==> src/rtl/ibex_irq_ctrl.sv <==
// Interrupt arbitration and request/ack handshake in front of ibex_controller.
// Prioritises NMI and level sources, tracks service until mret and counts taken irqs.
module ibex_irq_ctrl #(
    parameter int unsigned NUM_FAST_IRQ = 15,
    parameter int unsigned CNT_W        = 16
) (
    input  logic                    clk_i,
    input  logic                    rst_i,
    input  logic                    irq_software_i,
    input  logic                    irq_timer_i,
    input  logic                    irq_external_i,
    input  logic [NUM_FAST_IRQ-1:0] irq_fast_i,
    input  logic                    irq_nm_i,
    input  logic                    csr_mstatus_mie_i,
    input  logic [NUM_FAST_IRQ+2:0] csr_mie_i,
    input  logic                    debug_mode_i,
    input  logic                    irq_ack_i,
    input  logic                    mret_i,
    output logic                    irq_req_o,
    output logic [5:0]              irq_id_o,
    output logic                    irq_nm_o,
    output logic                    irq_pending_o,
    output logic                    busy_o,
    output logic [CNT_W-1:0]        taken_cnt_o
);

    localparam logic [1:0] StIdle   = 2'd0;
    localparam logic [1:0] StReq    = 2'd1;
    localparam logic [1:0] StSvc    = 2'd2;
    localparam logic [1:0] StNmiSvc = 2'd3;

    localparam logic [5:0] IdNmi = 6'd63;

    logic [1:0]              state_q, state_d;
    logic [5:0]              id_q, id_d;
    logic                    nm_q, nm_d;
    logic                    nmi_pend_q, nmi_pend_d;
    logic                    nm_prev_q;
    logic [CNT_W-1:0]        cnt_q, cnt_d;

    logic [NUM_FAST_IRQ+2:0] en;
    logic [5:0]              best_id;
    logic                    src_active;
    logic                    eligible;
    logic                    nmi_ack;

    // Bit order: timer, software, external, then fast lines.
    assign en = {irq_fast_i & csr_mie_i[3 +: NUM_FAST_IRQ],
                 irq_external_i & csr_mie_i[2],
                 irq_software_i & csr_mie_i[0],
                 irq_timer_i & csr_mie_i[1]};

    assign eligible = ~debug_mode_i & (nmi_pend_q | (csr_mstatus_mie_i & (|en)));

    // Later assignments override earlier ones, so lowest priority comes first.
    always_comb begin
        best_id = 6'd0;
        if (en[0]) best_id = 6'd7;
        if (en[1]) best_id = 6'd3;
        if (en[2]) best_id = 6'd11;
        for (int k = 0; k < NUM_FAST_IRQ; k++) begin
            if (en[3+k]) best_id = 6'(16 + k);
        end
        if (nmi_pend_q) best_id = IdNmi;
    end

    // Is the source behind the latched non-NMI id still enabled and asserted?
    always_comb begin
        src_active = 1'b0;
        if (id_q == 6'd7)  src_active = en[0];
        if (id_q == 6'd3)  src_active = en[1];
        if (id_q == 6'd11) src_active = en[2];
        for (int k = 0; k < NUM_FAST_IRQ; k++) begin
            if (id_q == 6'(16 + k)) src_active = en[3+k];
        end
    end

    assign nmi_ack    = (state_q == StReq) & irq_ack_i & nm_q;
    assign nmi_pend_d = (irq_nm_i & ~nm_prev_q) | (nmi_pend_q & ~nmi_ack);

    always_comb begin
        state_d = state_q;
        id_d    = id_q;
        nm_d    = nm_q;
        cnt_d   = cnt_q;
        case (state_q)
            StIdle: begin
                if (eligible) begin
                    state_d = StReq;
                    id_d    = best_id;
                    nm_d    = nmi_pend_q;
                end
            end
            StReq: begin
                if (irq_ack_i) begin
                    if (~&cnt_q) cnt_d = cnt_q + CNT_W'(1);
                    state_d = nm_q ? StNmiSvc : StSvc;
                end else if (nmi_pend_q && !nm_q) begin
                    id_d = IdNmi;
                    nm_d = 1'b1;
                end else if (debug_mode_i ||
                             (!nm_q && (!csr_mstatus_mie_i || !src_active))) begin
                    state_d = StIdle;
                    nm_d    = 1'b0;
                end else if (best_id != id_q) begin
                    id_d = best_id;
                end
            end
            StSvc: begin
                if (nmi_pend_q && !debug_mode_i) begin
                    state_d = StReq;
                    id_d    = IdNmi;
                    nm_d    = 1'b1;
                end else if (mret_i) begin
                    state_d = StIdle;
                end
            end
            StNmiSvc: begin
                if (mret_i) begin
                    state_d = StIdle;
                    nm_d    = 1'b0;
                end
            end
            default: begin
                state_d = StIdle;
                nm_d    = 1'b0;
            end
        endcase
    end

    always_ff @(posedge clk_i) begin
        if (rst_i) begin
            state_q    <= StIdle;
            id_q       <= 6'd0;
            nm_q       <= 1'b0;
            nmi_pend_q <= 1'b0;
            nm_prev_q  <= 1'b0;
            cnt_q      <= '0;
        end else begin
            state_q    <= state_d;
            id_q       <= id_d;
            nm_q       <= nm_d;
            nmi_pend_q <= nmi_pend_d;
            nm_prev_q  <= irq_nm_i;
            cnt_q      <= cnt_d;
        end
    end

    assign irq_req_o     = (state_q == StReq);
    assign irq_id_o      = id_q;
    assign irq_nm_o      = nm_q;
    assign irq_pending_o = (|en) | nmi_pend_q;
    assign busy_o        = (state_q != StIdle);
    assign taken_cnt_o   = cnt_q;

endmodule

==> config.mk <==
export PLATFORM = sky130hd
export DESIGN_NAME = ibex_irq_ctrl
export DESIGN_NICKNAME = d
export VERILOG_FILES = /design/src/rtl/ibex_irq_ctrl.sv
export SDC_FILE = /design/constraint.sdc
export NUM_CORES = 1
export LEC_CHECK = 0
export ABC_AREA = 1
export ABC_CLOCK_PERIOD_IN_PS = 2600
export BUFFER_PORTS_ARGS = -buffer_cell sky130_fd_sc_hd__buf_2
export CORE_MARGIN = 4
export CORE_UTILIZATION = 25
export DETAILED_ROUTE_END_ITERATION = 12
export SLEW_MARGIN = 20
export SYNTH_ARGS = -nofsm -noshare
export SYNTH_HDL_FRONTEND = slang
export SYNTH_SLANG_ARGS = --single-unit
==> constraint.sdc <==
create_clock -name clk_i -period 2.6 [get_ports clk_i]
set_input_delay 0.26 -clock clk_i [delete_from_list [all_inputs] [get_ports clk_i]]
set_output_delay 0.26 -clock clk_i [all_outputs]
set_load 0.005 [all_outputs]
==> flow_summary.yaml, run 1 <==
power:
  power.density_mw_per_mm2: 675
  fin_total_pwr_uw: 1830
  ir_drop_v: 0.000199
  static-leakage-power_uw: 0.00135
worst_setup_path:
  timing.critical_path.arrival_ps: 2500
  r2r_end: "taken_cnt_o[15]"
  reg2reg_from: "state_q[1]"
  timing.critical_path.from_type: "flip-flop"
  criticalPathCategory: "flip-flop to flip-flop"
  crit_required_ps: 2760
  r2r_cells: 15
  cp_max_fo: 5
  cp-end-kind: "flip-flop"
  r2r_setup_slack_ps: 260
timing:
  worstMarginPinSlew_ps: 592
  max_freq_mhz: 428
  slew_headroom_pct: 60.5
  report.final.slew_viol_count: 0
  hold_slack_ps: 198
  finalWorstPathRequiredPeriod_ps: 2340
  unrepaired_setup_endpoints_after_global_routing: "true"
  final-hold-violation-count: 0
  setup_viol: 0
  fin_worst_skew_ps: 6.76
  min_period_over_period_pct: 89.9
global_routing:
  first_pass_grt_wire_length_microns: 9590
  antenna_found_initial: 0
  track_usage_pct: 11.0
  grt_start_max_net_pins: 22
  grt_pass1_vias: 2197
  grt-ovfl-total: 0
clock_tree:
  cts_repair_resize_count: 0
  ctsHtreeMaxLevel: 1
  post_cts.repair.setup_buffers: 0
  tritoncts.num_buffers: 3
  tritoncts: "yes"
  clock_tree.buffer_depth: 2
  cts.clk_slew.worst_paths_ps: 90
  clkSinkCount: 27
  worst_skew_pair.late_latency_ps: 270
  holdBufCountCts: 0
  cts_root_buf: "sky130_fd_sc_hd__clkbuf_8"
synth:
  compound_gate_fraction_of_synth_area_pct: 14.5
  synth_top_family_by_area: "simple AND/OR/NAND/NOR gates"
  synth.avg_cell_area_sq_um: 5.98
  synthCells: 367
  synth_area_sq_mm: 0.00219
  post_synth_xor_area_fraction_pct: 1.20
  synth-edff-count: 0
  synth_top_area_cell: "sky130_fd_sc_hd__dfxtp_1"
  synth.top_cell.area_share_pct: 24.6
  synth_nets: 416
  synth_simple_gate_area_share_pct: 43.4
  yosys_most_used_dff: "sky130_fd_sc_hd__dfxtp_1"
  synth-async-reset-ratio_pct: 0
  count_of_different_cell_masters_after_synthesis: 36
  multiplexer_area_fraction_after_synthesis_pct: 0
  ys_warns: 0
  synth.yosys.seq_area_share_pct: 24.6
  synth.top_cells.by_area: "sky130_fd_sc_hd__dfxtp_1 25%, sky130_fd_sc_hd__nand2_1 17%, sky130_fd_sc_hd__inv_1 9.9%"
  ys_seq_elements: 27
  post_synth_fa_ha_maj_area_fraction_pct: 3.42
place:
  detailed_place_hpwl_microns: 4930
  cell_area_placed_sq_mm: 0.00264
  place_congestion: 0.919
  port-buffer-count: 68
final_layout:
  post_route_cells_drive_above_1_share_pct: 23.3
  design.final.nets: 487
  synthToLayoutAreaGrowth_pct: 23.3
  layout_common_cells: "102 x sky130_fd_sc_hd__nand2_1, 68 x sky130_fd_sc_hd__buf_2, 57 x sky130_fd_sc_hd__inv_1, 39 x sky130_fd_sc_hd__nor2_1"
  number_of_fill_cells_in_the_layout: 943
  diodes: 0
  final_instance_area_sq_mm: 0.00271
  mostFrequentLayoutCell: "sky130_fd_sc_hd__nand2_1"
hold_path:
  worstHoldStart: "irq_nm_i"
  timing.hold.worst_path_depth: 3
  min-delay-path-class: "input pin to flip-flop"
  timing.hold.worst_endpoint: "nm_prev_q"
die:
  floorplan.die.height_microns: 102
  die-area_sq_mm: 0.0103
  fp.coreArea_sq_mm: 0.00838
  die_w_microns: 102
  initial_core_util_pct: 26.2
  placementRows: 33
  top_level_ports: 69
routing:
  dr.pass1.iters: 4
  dr_total_vias: 2429
  drt-vias-per-instance: 4.48
  drt-total-wl_microns: 5810
  wl_per_cell_microns: 10.7
  drcViolationCount: 0
  drt_first_iter_violations: 80
  ant_nets: 0
flow_run:
  maxCapViolCount: 0
outcome:
  result_of_the_run: "finished, final reports clean"
metrics by stage:
step	utilization, %	setup slack (ps)	std cells	TNS, ps
2_1_floorplan	-	434	367	0
3_3_place_gp	31.5	135	538	0
3_5_place_dp	31.5	88.7	538	0
4_1_cts	32.1	67.7	542	0
5_1_grt	32.3	-5.54	542	-5.54
6_report	32.3	262	542	0
synth_stat cells, types with 4 or more instances:
cell	instances
sky130_fd_sc_hd__nand4_1	8
sky130_fd_sc_hd__nand2_2	4
sky130_fd_sc_hd__nor2_2	4
sky130_fd_sc_hd__nor2_1	41
sky130_fd_sc_hd__inv_1	58
sky130_fd_sc_hd__nor3_1	4
sky130_fd_sc_hd__nand3b_1	4
sky130_fd_sc_hd__a21oi_1	28
sky130_fd_sc_hd__nand2_1	102
sky130_fd_sc_hd__ha_1	6
sky130_fd_sc_hd__dfxtp_1	27
sky130_fd_sc_hd__nand3_2	5
sky130_fd_sc_hd__o21ai_0	12
sky130_fd_sc_hd__nand3_1	28
sky130_fd_sc_hd__o21a_1	4
registers in the layout, indices dropped and copies added (netlist names):
register / flops
irq_nm_o: 1
nm_prev_q: 1
irq_id_o: 6
state_q: 2
taken_cnt_o: 16
nmi_pend_q: 1
routing by layer:
layer	routed length, microns	track usage (%)
met5	0	0
met3	425	1.52
met1	2690	14.7
met4	33	2.04
met2	2660	19.1
final cells by class:
class                      instances  area [sq um]  area share [%]
clock buffer                       3          41.3            1.53
clock inverter                     1          7.51           0.278
inverter                          58           218            8.05
multi-input combinational        275          1390            51.3
sequential                        27           542            20.0
tap                              105           131            4.86
timing repair buffer              73           378            14.0
power by group:
group	internal [uW]	leakage [uW]	switching (uW)
combinational	401	0.00111	621
sequential	483	0.000221	84.8
clock	109	0.0000217	128
total	993	0.00135	834
cells by family (layout without fill, tap and decap cells):
kind of cell               after synthesis  count (layout)
AOI/OAI and AO/OA                       56              56
xor gates and xnor gates                 3               3
adders and majority gates                6               6
buffers and inverters                   65             135
DFF                                     27              27
and+or+nand+nor                        210             210
worst max-delay path by stage:
| stage | startpoint | slack [ps] | depth (start not counted) | endpoint |
|---|---|---|---|---|
| floorplan | state_q[1] | 430 | 15 | taken_cnt_o[15] |
| global placement | state_q[1] | 140 | 15 | taken_cnt_o[15] |
| detailed placement | state_q[1] | 90 | 15 | taken_cnt_o[15] |
| CTS | state_q[1] | 70 | 15 | taken_cnt_o[15] |
| global route | state_q[1] | -6 | 15 | taken_cnt_o[15] |
| finish | state_q[1] | 260 | 15 | taken_cnt_o[15] |
critical path: stages, from the launching register on:
cell and delay [ps]:
sky130_fd_sc_hd__dfxtp_1 340, sky130_fd_sc_hd__inv_2 100, sky130_fd_sc_hd__ha_2 210, sky130_fd_sc_hd__nand2_1 120, sky130_fd_sc_hd__a21oi_4 170, sky130_fd_sc_hd__inv_1 100
sky130_fd_sc_hd__nor2_1 130, sky130_fd_sc_hd__nand3_1 140, sky130_fd_sc_hd__nor2_2 150, sky130_fd_sc_hd__nand2_1 110, sky130_fd_sc_hd__nor2_2 120, sky130_fd_sc_hd__nand2_1 110
sky130_fd_sc_hd__nor2_2 130, sky130_fd_sc_hd__nand3_1 100, sky130_fd_sc_hd__o21ai_1 130, sky130_fd_sc_hd__a21oi_1 60
(Power assumes the default switching activity.)
==> inputs of run 2 (changes only) <==
CORE_ASPECT_RATIO = 1.25   (was unset)
CORE_MARGIN = 2   (was 4)
==> run 2 against run 1 <==
  * Non-clock buffer count unchanged
  * Sequential power grew 1%
  * Wire length rose by 1.9%
  * Via count rose by 3.8%
  * First-iteration DRC count is 93% higher
  * Cell area increased by 0.93%
  * Count of clock-buffer cells in the layout is the same
  * Power rose by 1.2%
  * Critical endpoint unchanged
  * Highest routed layer unchanged
==> flow_summary.yaml, run 2 (synthesis gave the netlist of run 1 again) <==
place:
  detailed_place_hpwl_microns: 4810
  port-buffer-count: 68
  place_congestion: 0.890
  dpl_worst_slack_ps: 101
die:
  floorplan.die.height_microns: 109
  die-area_sq_mm: 0.00954
  top_level_ports: 69
  initial_core_util_pct: 25.5
  placementRows: 38
  die_w_microns: 87.8
  fp.coreArea_sq_mm: 0.00861
global_routing:
  antenna_found_initial: 0
  grt-ovfl-total: 0
  grt_pass1_vias: 2243
  grt_start_max_net_pins: 22
  first_pass_grt_wire_length_microns: 9540
  track_usage_pct: 12.1
timing:
  max_freq_mhz: 421
  worstMarginPinSlew_ps: 643
  finalWorstPathRequiredPeriod_ps: 2380
  final-hold-violation-count: 0
  setup_slack_ps: 223
  report.final.slew_viol_count: 0
  unrepaired_setup_endpoints_after_global_routing: "true"
  fin_worst_skew_ps: 3.17
  min_period_over_period_pct: 91.4
  slew_headroom_pct: 57.1
  setup_viol: 0
final_layout:
  mostFrequentLayoutCell: "sky130_fd_sc_hd__nand2_1"
  final_core_util_pct: 31.7
  number_of_flip_flops_in_the_largest_register: 16
  synthToLayoutAreaGrowth_pct: 24.5
  diodes: 0
  post_route_cells_drive_above_1_share_pct: 22.9
  layout_common_cells: "102 x sky130_fd_sc_hd__nand2_1, 68 x sky130_fd_sc_hd__buf_2, 58 x sky130_fd_sc_hd__inv_1, 39 x sky130_fd_sc_hd__nor2_1"
  design.final.nets: 487
worst_setup_path:
  crit_required_ps: 2770
  slowest_delay_ps: 360
  cp-end-kind: "flip-flop"
  cp_slowest_cell: "sky130_fd_sc_hd__dfxtp_1"
  timing.critical_path.buf_inv: 2
  criticalPathCategory: "flip-flop to flip-flop"
  cp_max_fo: 4
  timing.critical_path.cells: "ha_1 -> nand4_1 -> inv_1 -> a21oi_2 -> inv_1 -> nor2_1 -> nand3_1 -> nor2_2 -> nand2_1 -> nor2_2 -> nand2_1 -> nor2_2 -> nand3_1 -> o21ai_1 -> a21oi_1"
  timing.critical_path.from_type: "flip-flop"
  timing.critical_path.arrival_ps: 2550
  worst_path_dominant_cell_family: "simple AND/OR/NAND/NOR gates"
  worst_path_most_repeated_cell: "sky130_fd_sc_hd__nor2_2"
outcome:
  result_of_the_run: "finished, final reports clean"
power:
  share_of_total_power_consumed_by_net_switching_pct: 46.4
  netSwitchingPower_uw: 857
  ir_drop_v: 0.000289
  static-leakage-power_uw: 0.00135
  share_comb_of_total_power_pct: 55.5
  cellInternalPower_uw: 991
  pwr-share-seq_pct: 31.1
  share_clk_of_total_power_pct: 13.4
  power.density_mw_per_mm2: 677
clock_tree:
  ctsHtreeMaxLevel: 1
  worst_skew_pair.late_latency_ps: 270
  tritoncts.num_buffers: 3
  clkSinkCount: 27
  cts_root_buf: "sky130_fd_sc_hd__clkbuf_8"
  clock_tree.buffer_depth: 2
  tritoncts: "yes"
  cts.clk_slew.worst_paths_ps: 100
flow_run:
  maxCapViolCount: 0
routing:
  drt-total-wl_microns: 5920
  dr_total_vias: 2521
  drt-vias-per-instance: 4.53
  drcViolationCount: 0
  drt_first_iter_violations: 154
  ant_nets: 0
  wl_per_cell_microns: 10.6
  dr.pass1.iters: 4
hold_path:
  min-delay-path-class: "input pin to flip-flop"
-- run 2: cell type report --
| cell class | instances | area [sq um] |
|---|---|---|
| clock buffers | 3 | 41.3 |
| clock inverters | 1 | 7.51 |
| fillers | 955 | 5880 |
| inverters | 58 | 218 |
| multi-input cells | 275 | 1400 |
| flip-flops and latches | 27 | 541 |
| well taps | 120 | 150 |
| repair buffers | 73 | 378 |
-- run 2: what timing repair did --
item / CTS / global route
hold buffers: 0 / 0
gates resized for setup: 0 / 5
endpoints found under the hold margin: 0 / 0
setup buffers: 0 / 1
setup endpoints to repair: 0 / 7
-- run 2: worst register-to-register path, stage by stage, from the launching register on --
cell and delay (ps):
sky130_fd_sc_hd__dfxtp_1 360, sky130_fd_sc_hd__ha_1 260, sky130_fd_sc_hd__nand4_1 100, sky130_fd_sc_hd__inv_1 70, sky130_fd_sc_hd__a21oi_2 190, sky130_fd_sc_hd__inv_1 110, sky130_fd_sc_hd__nor2_1 140, sky130_fd_sc_hd__nand3_1 150
sky130_fd_sc_hd__nor2_2 160, sky130_fd_sc_hd__nand2_1 100, sky130_fd_sc_hd__nor2_2 120, sky130_fd_sc_hd__nand2_1 100, sky130_fd_sc_hd__nor2_2 130, sky130_fd_sc_hd__nand3_1 100, sky130_fd_sc_hd__o21ai_1 130, sky130_fd_sc_hd__a21oi_1 50
-- run 2: final timing paths --
path / from / to / slack (ps) / cells after the start
max: taken_cnt_o[0] / taken_cnt_o[15] / 220 / 15
min: irq_nm_i / nm_prev_q / 220 / 3
max reg2reg: taken_cnt_o[0] / taken_cnt_o[15] / 220 / 15
min reg2reg: nm_prev_q / nmi_pend_q / 450 / 1
-- run 2: per-layer routing --
metal	vias to the layer above	track usage, %	wire length, microns	part of all wire [%]
met5	-	0	0	0
met2	103	22.3	2810	47
li1	1318	-	-	-
met1	1092	14.8	2680	45
met3	8	0.908	350	5.9
met4	0	3.74	74	1.3
-- run 2: through the flow --
stage               TNS [ps]  total power (uW)  instances  area [sq um]  hold slack, ps
detailed placement         0              1590        552          2650             429
finish                     0              1850        557          2730             220
global placement           0              1580        552          2650             419
CTS                        0              1840        556          2700             214
floorplan                  0              1340        367          2190             384
global route           -56.5              2020        557          2730             234
-- run 2: power by group through the flow --
stage	Sequential, uW	Combinational, uW	Clock [uW]
floorplan	566	775	0
global placement	579	1000	0
detailed placement	579	1010	0
CTS	570	1010	259
global route	583	1170	274
finish	575	1030	247
